### src/rtl/neuron_forward.sv
// Sequential ReLU neuron: accumulates N_INPUTS x*w products onto a bias, then presents y/acc/gate.
// Define NF_SATURATE_EN to clamp each accumulation step to 32-bit signed range (default: wrap).
module neuron_forward #(
  parameter int N_INPUTS = 4,
  parameter int FRAC     = 0
) (
  input  logic               clk,
  input  logic               rst_n,
  input  logic               nf_in_valid,
  output logic               nf_in_ready,
  input  logic signed [31:0] nf_x,
  input  logic signed [31:0] nf_w,
  input  logic signed [31:0] nf_bias,
  output logic               nf_out_valid,
  input  logic               nf_out_ready,
  output logic        [31:0] nf_y,
  output logic signed [31:0] nf_acc,
  output logic               nf_gate
);

  localparam int CNT_W = (N_INPUTS > 1) ? $clog2(N_INPUTS) : 1;

  typedef enum logic [1:0] {ACCUM, ACT, OUT} state_t;

  state_t             state, state_nx;
  logic [CNT_W-1:0]   cnt;
  logic signed [31:0] acc_sum;
  logic signed [63:0] prod_p0;
  logic signed [63:0] shift_p0;
  logic signed [31:0] base_p0;
  logic signed [64:0] sum_p0;
  logic               beat_ok;
  logic               last_beat;

  function automatic logic signed [31:0] reduce_sum(input logic signed [64:0] s);
`ifdef NF_SATURATE_EN
    if (s > 65'sh0_7FFF_FFFF)
      return 32'sh7FFF_FFFF;
    else if (s < -65'sh0_8000_0000)
      return 32'sh8000_0000;
    else
      return 32'(s);
`else
    return 32'(s);
`endif
  endfunction

  // Stage p0: product, fixed-point shift and 65-bit sum of the accepted beat
  always_comb begin
    prod_p0  = 64'(nf_x) * 64'(nf_w);
    shift_p0 = prod_p0 >>> FRAC;
    base_p0  = (cnt == '0) ? nf_bias : acc_sum;
    sum_p0   = 65'(base_p0) + 65'(shift_p0);
  end

  assign beat_ok   = nf_in_valid && (state == ACCUM);
  assign last_beat = (cnt == CNT_W'(N_INPUTS - 1));

  always_comb begin
    state_nx     = state;
    nf_in_ready  = 1'b0;
    nf_out_valid = 1'b0;
    case (state)
      ACCUM: begin
        nf_in_ready = 1'b1;
        if (nf_in_valid && last_beat) state_nx = ACT;
      end
      ACT: state_nx = OUT;
      OUT: begin
        nf_out_valid = 1'b1;
        if (nf_out_ready) state_nx = ACCUM;
      end
      default: state_nx = ACCUM;
    endcase
  end

  always_ff @(posedge clk or negedge rst_n) begin
    if (!rst_n) begin
      state   <= ACCUM;
      cnt     <= '0;
      acc_sum <= '0;
      nf_y    <= '0;
      nf_acc  <= '0;
      nf_gate <= 1'b0;
    end else begin
      state <= state_nx;
      if (beat_ok) begin
        acc_sum <= reduce_sum(sum_p0);
        cnt     <= last_beat ? '0 : cnt + 1'b1;
      end
      // Activation stage: results held until the next ACT overwrites them
      if (state == ACT) begin
        nf_acc  <= acc_sum;
        nf_y    <= acc_sum[31] ? 32'd0 : acc_sum;
        nf_gate <= ~acc_sum[31];
      end
    end
  end

endmodule
### config.mk
export PLATFORM = sky130hd
export DESIGN_NAME = neuron_forward
export DESIGN_NICKNAME = d
export VERILOG_FILES = /design/src/rtl/neuron_forward.sv
export SDC_FILE = /design/constraint.sdc
export NUM_CORES = 1
export LEC_CHECK = 0
export ABC_AREA = 0
export BUFFER_PORTS_ARGS = -buffer_cell sky130_fd_sc_hd__buf_4
export CORE_MARGIN = 1
export CORE_UTILIZATION = 50
export DETAILED_ROUTE_END_ITERATION = 8
export GPL_ROUTABILITY_DRIVEN = 0
export PLACE_DENSITY = 0.76
export SYNTH_ARGS = -nofsm -noshare
export SYNTH_HDL_FRONTEND = slang
export SYNTH_SLANG_ARGS = --single-unit
### constraint.sdc
create_clock -name clk -period 9.6 [get_ports clk]
set_input_delay 0.96 -clock clk [delete_from_list [all_inputs] [get_ports clk]]
set_output_delay 0.96 -clock clk [all_outputs]
set_load 0.005 [all_outputs]
# Word level (Yosys, flattened, before mapping)
# Cells that the tools add are included.
# W data, S select, Z words.
[totals] reg_bits=101 out_inout_bits=67 word_cells=28
[classes] add_sub_neg=2 n_mul=1 n_eq_ne=5 mux=8 bitwise=1 n_reduce_logical=5
[ops] op="$add A32 B32 Y32" count=1
[ops] op="$mul A32 B32 Y32" count=1
[ops] op="$mux W32" count=1
[ops] op="$mux W31" count=1
[ops] op="$mux W2" count=3
[ops] op="$pmux W2 S3" count=1
[ops] op="$eq A2 B2 Y1 const B" count=2
[ops] op="$logic_not A2 Y1" count=2
[ops] op="$add A2 B1 Y2 const B" count=1
[ops] op="$eq A2 B1 Y1 const B" count=1
[ops] op="$logic_and A1 B1 Y1" count=2
[ops] op="$mux W1" count=2
[ops] op="$ne A2 B1 Y1 const B" count=1
[ops] op="$ne A2 B2 Y1 const B" count=1
[ops] op="$reduce_and A2 Y1" count=1
[ops] op="$not A1 Y1" count=1

# Logic depth before layout (Yosys ltp)
# Gate-level depths: netlist of run 1.
[logic_depth] depth_word=4 ltp_mapped=29 ltp_nobuf=26

# Least setup slack after synthesis of run 1
# No wires, ideal clock.
[synth_path] path_kind="input port to flip-flop" startpoint="input nf_x[13]" endpoint="register acc_sum[30]" arrival_ns=7.302 required_ns=9.513 setup_slack_ns=2.211 path_stages=24 cell_sequence="clkbuf_1 > clkbuf_1 > nand2_1 > fa_1 > fa_1 > inv_1 > fa_1 > inv_1 > fa_1 > inv_1 > fa_1 > fa_1 > fa_1 > inv_1 > fa_1 > inv_1 > ha_1 > a21o_1 > a21o_1 > a21oi_1 > o31ai_2 > a31o_1 > a2111o_1 > o211ai_1"
[synth_via] elab_chain_len=2
[synth_lines] item="start, declared" line="11" source="input logic signed [31:0] nf_x,"
[synth_lines] item="$mul A32 B32 Y32" line="50" source="prod_p0 = 64'(nf_x) * 64'(nf_w);"
[synth_lines] item="$add A32 B32 Y32" line="53" source="sum_p0 = 65'(base_p0) + 65'(shift_p0);"
[synth_lines] item="end signal, assigned" line="88" source="acc_sum <= reduce_sum(sum_p0);"
[synth_lines] item="end, declared" line="27" source="logic signed [31:0] acc_sum;"
# Every way passes these cells.
# A chain may end at the register's enable or synchronous reset.

# Worst setup path in the final report of run 1
[layout_path] startpoint="register cnt[0]" endpoint="register acc_sum[31]"
[layout_via] elab_chain_len=3
[layout_lines] item="start, declared" line="26" source="logic [CNT_W-1:0] cnt;"
[layout_lines] item="start signal, assigned" line="89" source="cnt <= last_beat ? '0 : cnt + 1'b1;"
[layout_lines] item="$logic_not A2 Y1" line="52" source="base_p0 = (cnt == '0) ? nf_bias : acc_sum;"
[layout_lines] item="$mux W32" line="52"
[layout_lines] item="$add A32 B32 Y32" line="53"
# Every way passes these cells.

==> results of run 1 <==
## routing by layer
layer	GRT usage	up-vias
met5	0	-
met4	0.08250	0
met3	0.03162	118
met2	0.4728	511
met1	0.3306	7979
li1	-	6753
## registers in the layout, summed over array words and instances (netlist names)
name,count
state,2
nf_y,31
cnt,2
nf_gate,1
nf_acc,32
acc_sum,32
## worst max-delay path, delay by kind of cell, from the launching register on
family	cells	cell delay [ns]
flops	1	0.40
mux	1	0.33
xor+xnor	1	0.13
fa+ha+maj	10	4.87
buf+inv	5	0.66
compound gates	4	0.59
simple gates	4	0.77
## cell usage in the layout, fill, tap and decap left out, types with 4 or more instances in the layout
master and n:
sky130_fd_sc_hd__dfrtp_1 100, sky130_fd_sc_hd__o21ai_0 67, sky130_fd_sc_hd__xnor2_1 70, sky130_fd_sc_hd__inv_1 520, sky130_fd_sc_hd__and3_1 4, sky130_fd_sc_hd__a21o_1 18, sky130_fd_sc_hd__o211ai_1 4, sky130_fd_sc_hd__nor2_1 7
sky130_fd_sc_hd__mux2_2 35, sky130_fd_sc_hd__nand2b_1 35, sky130_fd_sc_hd__and2_1 259, sky130_fd_sc_hd__clkbuf_16 9, sky130_fd_sc_hd__nand2_1 354, sky130_fd_sc_hd__buf_4 168, sky130_fd_sc_hd__ha_1 152, sky130_fd_sc_hd__a21oi_1 18
sky130_fd_sc_hd__xor2_1 20, sky130_fd_sc_hd__mux2i_1 29, sky130_fd_sc_hd__fa_1 438
## worst max-delay path by stage
| stage | from | cells after the start | endpoint | slack (ns) |
|---|---|---|---|---|
| finish | cnt[0] | 25 | acc_sum[31] | 1.70 |
| global route | cnt[0] | 25 | acc_sum[31] | 1.29 |
| CTS | cnt[0] | 25 | acc_sum[31] | 1.69 |
| detailed placement | cnt[0] | 25 | acc_sum[31] | 1.71 |
| global placement | cnt[0] | 25 | acc_sum[31] | 1.93 |
| floorplan | nf_x[13] | 24 | acc_sum[30] | 2.21 |
## metrics by stage
step           instance area [sq um]  setup WS (ns)  std cells
2_1_floorplan                  21160          2.211       2283
3_5_place_dp                   22670          1.707       2875
3_3_place_gp                   22670          1.934       2875
5_1_grt                        22940          1.295       2891
6_report                       22940          1.696       2891
4_1_cts                        22940          1.689       2891
## kinds of logic (layout without fill, tap and decap cells)
logic type | count (synthesis) | in the layout | share of synthesized area
buffers and inverters | 635 | 704 | 0.1130
and+or+nand+nor | 673 | 673 | 0.1564
AOI/OAI and AO/OA | 129 | 129 | 0.03784
other | 1 | 1 | 0.0001772
muxes | 64 | 64 | 0.03234
adders and majority gates | 591 | 591 | 0.5048
DFF | 100 | 100 | 0.1182
xor gates and xnor gates | 90 | 90 | 0.03725
## layout make-up
| class | count | area share |
|---|---|---|
| Multi-Input combinational cell | 1548 | 0.7097 |
| Sequential cell | 100 | 0.1091 |
| Inverter | 520 | 0.08508 |
| Timing Repair Buffer | 168 | 0.05498 |
| Tap cell | 539 | 0.02940 |
| Clock buffer | 12 | 0.01031 |
| Clock inverter | 4 | 0.001473 |
==> impl_summary.md, run 1 <==
Outcome
The run finished with clean final reports.

GRT
The total global-route track usage is 0.2631. The number of antenna violations at the first check in global routing came to 0. Entering global routing, the biggest net connects 98 pins.

The sum of overflow across all layers after global routing is 0. The first-pass GRT wire length is roughly 89000 microns. The via count of the first global-routing pass came to ~17000.

Route
The via density per instance is between 5 and 6. For this block, wires on met1 add up to 20370 microns. In this run the top signal layer used is met4. The routed layout has ~15000 vias. The number of DRC markers in iteration 0 is 920. The routed wire length is ~54000 microns.

In this run the remaining antenna-violating nets after routing total 0. After detailed routing, the average wire length per cell comes to ~19 microns. The first TritonRoute pass finished after 5 iterations. After detailed routing, the met2 layer carries around 28000 microns of wire. The routed design uses roughly 3000 microns of met3 wire. The number of remaining DRC errors is 0.

Worst setup path
Of all nets on the critical path, the largest fanout is 17. The cell with the largest stage delay on the worst path is sky130_fd_sc_hd__fa_1. The reg2reg setup slack is roughly 1.7 ns.

The worst setup path is launched from a register. The longest individual stage delay on the worst path is approximately 0.57 ns. The type of the setup path with the least slack is register to register. The kind of end point of the critical path is a register. The startpoint identified for the worst register-to-register timing path is cnt[0].

The number of cells on the worst reg-to-reg path is 25. The required time of the worst setup path is ~10 ns. In this run the critical register-to-register path is captured at acc_sum[31]. The cell repeated most along the worst path is sky130_fd_sc_hd__fa_1.

STA puts the critical path data arrival time at 8.10 ns.

Die
For this design the top-level I/O count stands at 167. After floorplanning, the core was divided into between 70 and 80 placement rows. The overall die area is 43150 sq um. The die boundary width is between 200 and 250 microns.

The vertical die dimension is between 200 and 250 microns. The starting utilization of the core area is 0.5057. The core area is between 40000 and 50000 sq um.

Finish
Of the cells placed in the final design, the portion with a size suffix greater than 1 is 0.09439. The post-route core utilization is 0.5481. The sequential cell area is 2502 sq um. The relative area change from synthesis to final layout is 8.395%. The repair_antennas step left the layout with diodes totalling 0. The number of nets at the end of the flow is between 3000 and 4000. The layout has between 3000 and 4000 filler cells. The multi-input combinational cells in the finished layout cover a total of roughly 16000 sq um.

Logic synthesis
The number of different library cells in the post-synthesis netlist is 47. The warning count from the yosys run is 0. Of the post-synthesis cell area, the dominant cell type holds 0.4143.

Yosys attributes the largest share of cell area to sky130_fd_sc_hd__fa_1 (41%), sky130_fd_sc_hd__dfrtp_1 (12%), sky130_fd_sc_hd__inv_1 (9.2%), sky130_fd_sc_hd__ha_1 (9.0%), sky130_fd_sc_hd__and2_1 (7.7%). The number of flops mapped to enable cells by yosys is 0. The mapped netlist covers ~21000 sq um. Of all flip-flops after synthesis, the portion carrying an async set or reset was 1.000. The sequential-to-total area share from yosys stat is 0.1182.

The net count of the mapped netlist is 2974. Synthesis produced 2283 cells. After synthesis the netlist holds a flip-flop and latch count of 100. The most repeated cell in the gate-level netlist after synthesis is sky130_fd_sc_hd__inv_1.

The dominant register cell in the synthesized netlist is sky130_fd_sc_hd__dfrtp_1. The average instance in the mapped netlist occupies just over 9 sq um. The largest total area in the synthesized netlist belongs to sky130_fd_sc_hd__fa_1. The commonest cells after synthesis are sky130_fd_sc_hd__inv_1 (520), sky130_fd_sc_hd__fa_1 (438), sky130_fd_sc_hd__nand2_1 (354), sky130_fd_sc_hd__and2_1 (259), sky130_fd_sc_hd__ha_1 (153).

Clocking
In this run the clock root is driven by a sky130_fd_sc_hd__clkbuf_16. The H-tree depth is 3. Clock-pin slew was measured on the worst setup and hold paths at roughly 0.07 ns.

The clock sink total is 100. The setup fix buffers added after clock tree synthesis is 0. The number of hold buffers added after CTS is 0. The number of gates resized after CTS was 0. Counting along the longest clock path gives a buffer depth of 2. The worst-skew pair later-pin latency is between 0.3 and 0.4 ns. The clock tree from TritonCTS is built. Clock tree synthesis inserted a total of 9 buffers.

Timing
For the pin with the worst max-slew slack, the measured transition is around 1.1 ns. Setup repair after global routing left no endpoint under its margin. The sum of negative setup slack is 0 ns. The final worst-path cycle share is 0.8234. Timing would allow up to ~0.13 GHz. Setup violations remaining at the end of the flow were counted as 0. For the final database, setup skew stands at approximately 0.0047 ns. On the final layout, the worst hold slack is ~0.47 ns.

Measured against its own limit, the worst slew margin works out to 0.2984. The final-report hold violation count is 0. The time the worst path needs with I/O delays and setup is 7.904 ns. The max-slew violation count came to 0.

Hold path
The tightest min-delay check is of the input port to asynchronous set/reset pin type.

Placed design
The number of input and output port buffers inserted is 165. Once detailed placement completed, the half-perimeter wirelength came to roughly 43000 microns.

Flow run
The total of max-cap violations is 0.
Power of run 1 is left out: the tool's default activity adds up to more than one toggle a clock period on the data nets, which glitch-free logic cannot reach.
==> run 2: changes to the inputs <==
- clock period: 9.6 -> 7.5 ns (I/O delays scaled with it)
==> run 2 against run 1 <==
Cell count increased by 0.59%; critical path depth rose by 2; worst hold slack worse by 0.17 ns; global-route usage shrank 0.25 points; register-to-register slack lost 1.5 ns; non-clock buffer count increased by 17; die area unchanged; first-iteration DRC count shrank 2.5%.
==> impl_summary.md, run 2 (same netlist as run 1, synthesis figures left out) <==
Die
The overall die area is 43150 sq um (unchanged). The number of core rows is 75 (unchanged). The vertical die dimension is 207.7 microns (unchanged).

The core area is 41850 sq um (unchanged). The boundary pin count is 167 (unchanged). The die boundary width is 207.7 microns (unchanged). The starting utilization of the core area was 0.5057 (unchanged).

Finish
The number of inserted diodes came to 0 (unchanged). The largest registers in the layout are acc_sum x32, nf_acc x32, nf_y x31. The area of the multi-input gates is 16430 sq um (+0.90%).

The number of nets at the end of the flow is 3055 (+0.56%). The sequential cell area is 2502 sq um (unchanged). From synthesis to final layout, the design area changed by 9.961%. The fraction of layout instances using a drive strength above 1 is 0.1110 (+0.01663). In the layout the commonest cells are sky130_fd_sc_hd__inv_1 (520), sky130_fd_sc_hd__fa_1 (438), sky130_fd_sc_hd__nand2_1 (354). The library cell used most frequently in the layout, excluding fill and tap cells, is sky130_fd_sc_hd__inv_1.

The filler cell count is 3694 (+0.41%). The area of all placed cells without fillers was 23270 sq um (+1.4%).

Worst setup path
The required time of the worst setup path is 7.77 ns (-2.03 ns). The first element of the critical path is cnt[0]. STA classifies the critical path endpoint as a register. The worst register-to-register path begins at cnt[0]. The critical path data arrival time is 7.55 ns (-0.55 ns). The highest fanout seen on the critical path was 16 (-1). The type of the setup path with the least slack is register to register. The worst reg-to-reg path cell count is 27 (+8.0%). The reg2reg setup slack was 0.21 ns (-1.48 ns). STA classifies the critical path startpoint as a register. The cell with the largest stage delay on the worst path is sky130_fd_sc_hd__fa_1. The longest individual stage delay on the worst path is 0.55 ns (-0.02 ns). The worst register-to-register path ends at acc_sum[30]. The termination of the worst setup path is acc_sum[30].

Placed design
The number of input and output port buffers inserted is 165 (unchanged). The post-place instance area was 22790 sq um (+0.52%). The estimated wirelength of the detail-placed design is 43940 microns (+1.8%).

Route
The routed wire length was 53710 microns (+0.18%). The average wire per cell in the routed design is 18.47 microns (-0.41%). The number of DRC markers in iteration 0 is 897 (-2.5%).

The total number of vias came to 15290 (-0.44%). The via density per instance is 5.259 (-1.0%). The number of search-and-repair iterations in the first detailed-routing pass is 5 (unchanged).

The number of nets still failing antenna checks after routing is 0 (unchanged). The number of remaining DRC errors came to 0 (unchanged).

Clocking
The number of hold buffers added after CTS is 0 (unchanged). The clock tree from TritonCTS is built. The clock transition at the registers of the reported paths is 0.07 ns (about the same).

The H-tree depth was 3 (unchanged). The number of CTS-inserted buffers was 9 (unchanged). The clock root buffer is sky130_fd_sc_hd__clkbuf_16.

The number of buffers on the longest clock path is 2 (unchanged). The clock sink total came to 100 (unchanged). The worst-skew pair later-pin latency is 0.36 ns (+0.02 ns).

Hold path
The worst hold path belongs to the class input port to asynchronous set/reset pin.

Outcome
The flow ran to the end, and the final reports show no timing, DRC or antenna violations.

GRT
The total global-route track usage is 0.2606 (-0.002476). The number of antenna violations at the first check in global routing is 0 (unchanged). The maximum number of pins on one net before global-route repair is 98 (unchanged).

The via count of the first global-routing pass came to 16910 (-0.37%). The first-pass GRT wire length is 88290 microns (-0.83%). The sum of overflow across all layers after global routing is 0 (unchanged).

Timing
The fmax is 0.1373 GHz (+8.5%). The final worst-path cycle share is 0.9714 (+0.1481). The normalized max-slew margin was 0.3212 (+0.02280). The max-slew violation count came to 0 (unchanged).

The transition time at the pin with the least slew margin is 1.018 ns (-0.03420 ns). The final-report hold violation count is 0 (unchanged). The time the worst path needs with I/O delays and setup is 7.286 ns (-0.6187 ns). The clock skew is 0.008860 ns (+0.004150 ns).

The setup violation total in the final timing report is 0 (unchanged).

Flow run
The total of max-cap violations is 0 (unchanged).
-- run 2: changes by cell type in the layout (fill, tap and decap cells not counted), moves of 3 or more --
cell,previous run,this run
sky130_fd_sc_hd__mux2i_1,29,15
sky130_fd_sc_hd__mux2i_4,0,5
sky130_fd_sc_hd__clkbuf_1,3,0
sky130_fd_sc_hd__buf_4,168,182
sky130_fd_sc_hd__mux2i_2,0,9
sky130_fd_sc_hd__ha_1,152,149
-- run 2: worst min path at each step --
stage                 endpoint  cells after the start
global route        nf_acc[25]                      1
floorplan           acc_sum[0]                      0
global placement      nf_y[26]                      2
detailed placement    nf_y[26]                      2
CTS                 nf_acc[25]                      1
finish                nf_y[28]                      1
-- run 2: layout make-up --
class                           instances  area share
Sequential cell                       100      0.1075
Inverter                              520     0.08387
Multi-Input combinational cell       1548      0.7059
Timing Repair Buffer                  185     0.06151
Tap cell                              539     0.02898
Clock inverter                          7    0.002581
Clock buffer                            9    0.009677
-- run 2: through the flow --
step / cells / utilization / setup TNS [ns] / hold WS [ns] / setup WS (ns)
finish: 2908 / 0.5561 / 0 / 0.3060 / 0.2143
global route: 2908 / 0.5561 / -0.02561 / 0.3413 / -0.01159
CTS: 2905 / 0.5513 / 0 / 0.3194 / 0.05645
detailed placement: 2889 / 0.5445 / 0 / 0.4722 / 0.08864
global placement: 2889 / 0.5445 / 0 / 0.4621 / 0.2789
floorplan: 2283 / - / 0 / 0.4544 / 0.1884
-- run 2: critical path, delay by kind of cell (launching register included) --
kind / cells / cell delay [ns]
simple gates: 1 / 0.12
flops: 1 / 0.40
fa+ha+maj: 10 / 3.86
mux: 1 / 0.42
buf+inv: 7 / 0.61
compound gates: 8 / 1.76
-- run 2: what timing repair did --
| action | CTS | global route |
|---|---|---|
| resized for setup | 0 | 32 |
| endpoints found under the setup margin | 0 | 8 |
| endpoints found under the hold margin | 0 | 0 |
| setup buffers | 0 | 2 |
-- run 2: metal layers --
metal,vias up,GRT usage,part of all wire
li1,6793,-,-
met1,7870,0.3151,0.37
met2,508,0.4758,0.53
met3,123,0.03510,0.057
met4,0,0.08966,0.039
met5,-,0,0
Power of run 2 is left out for the same reason.
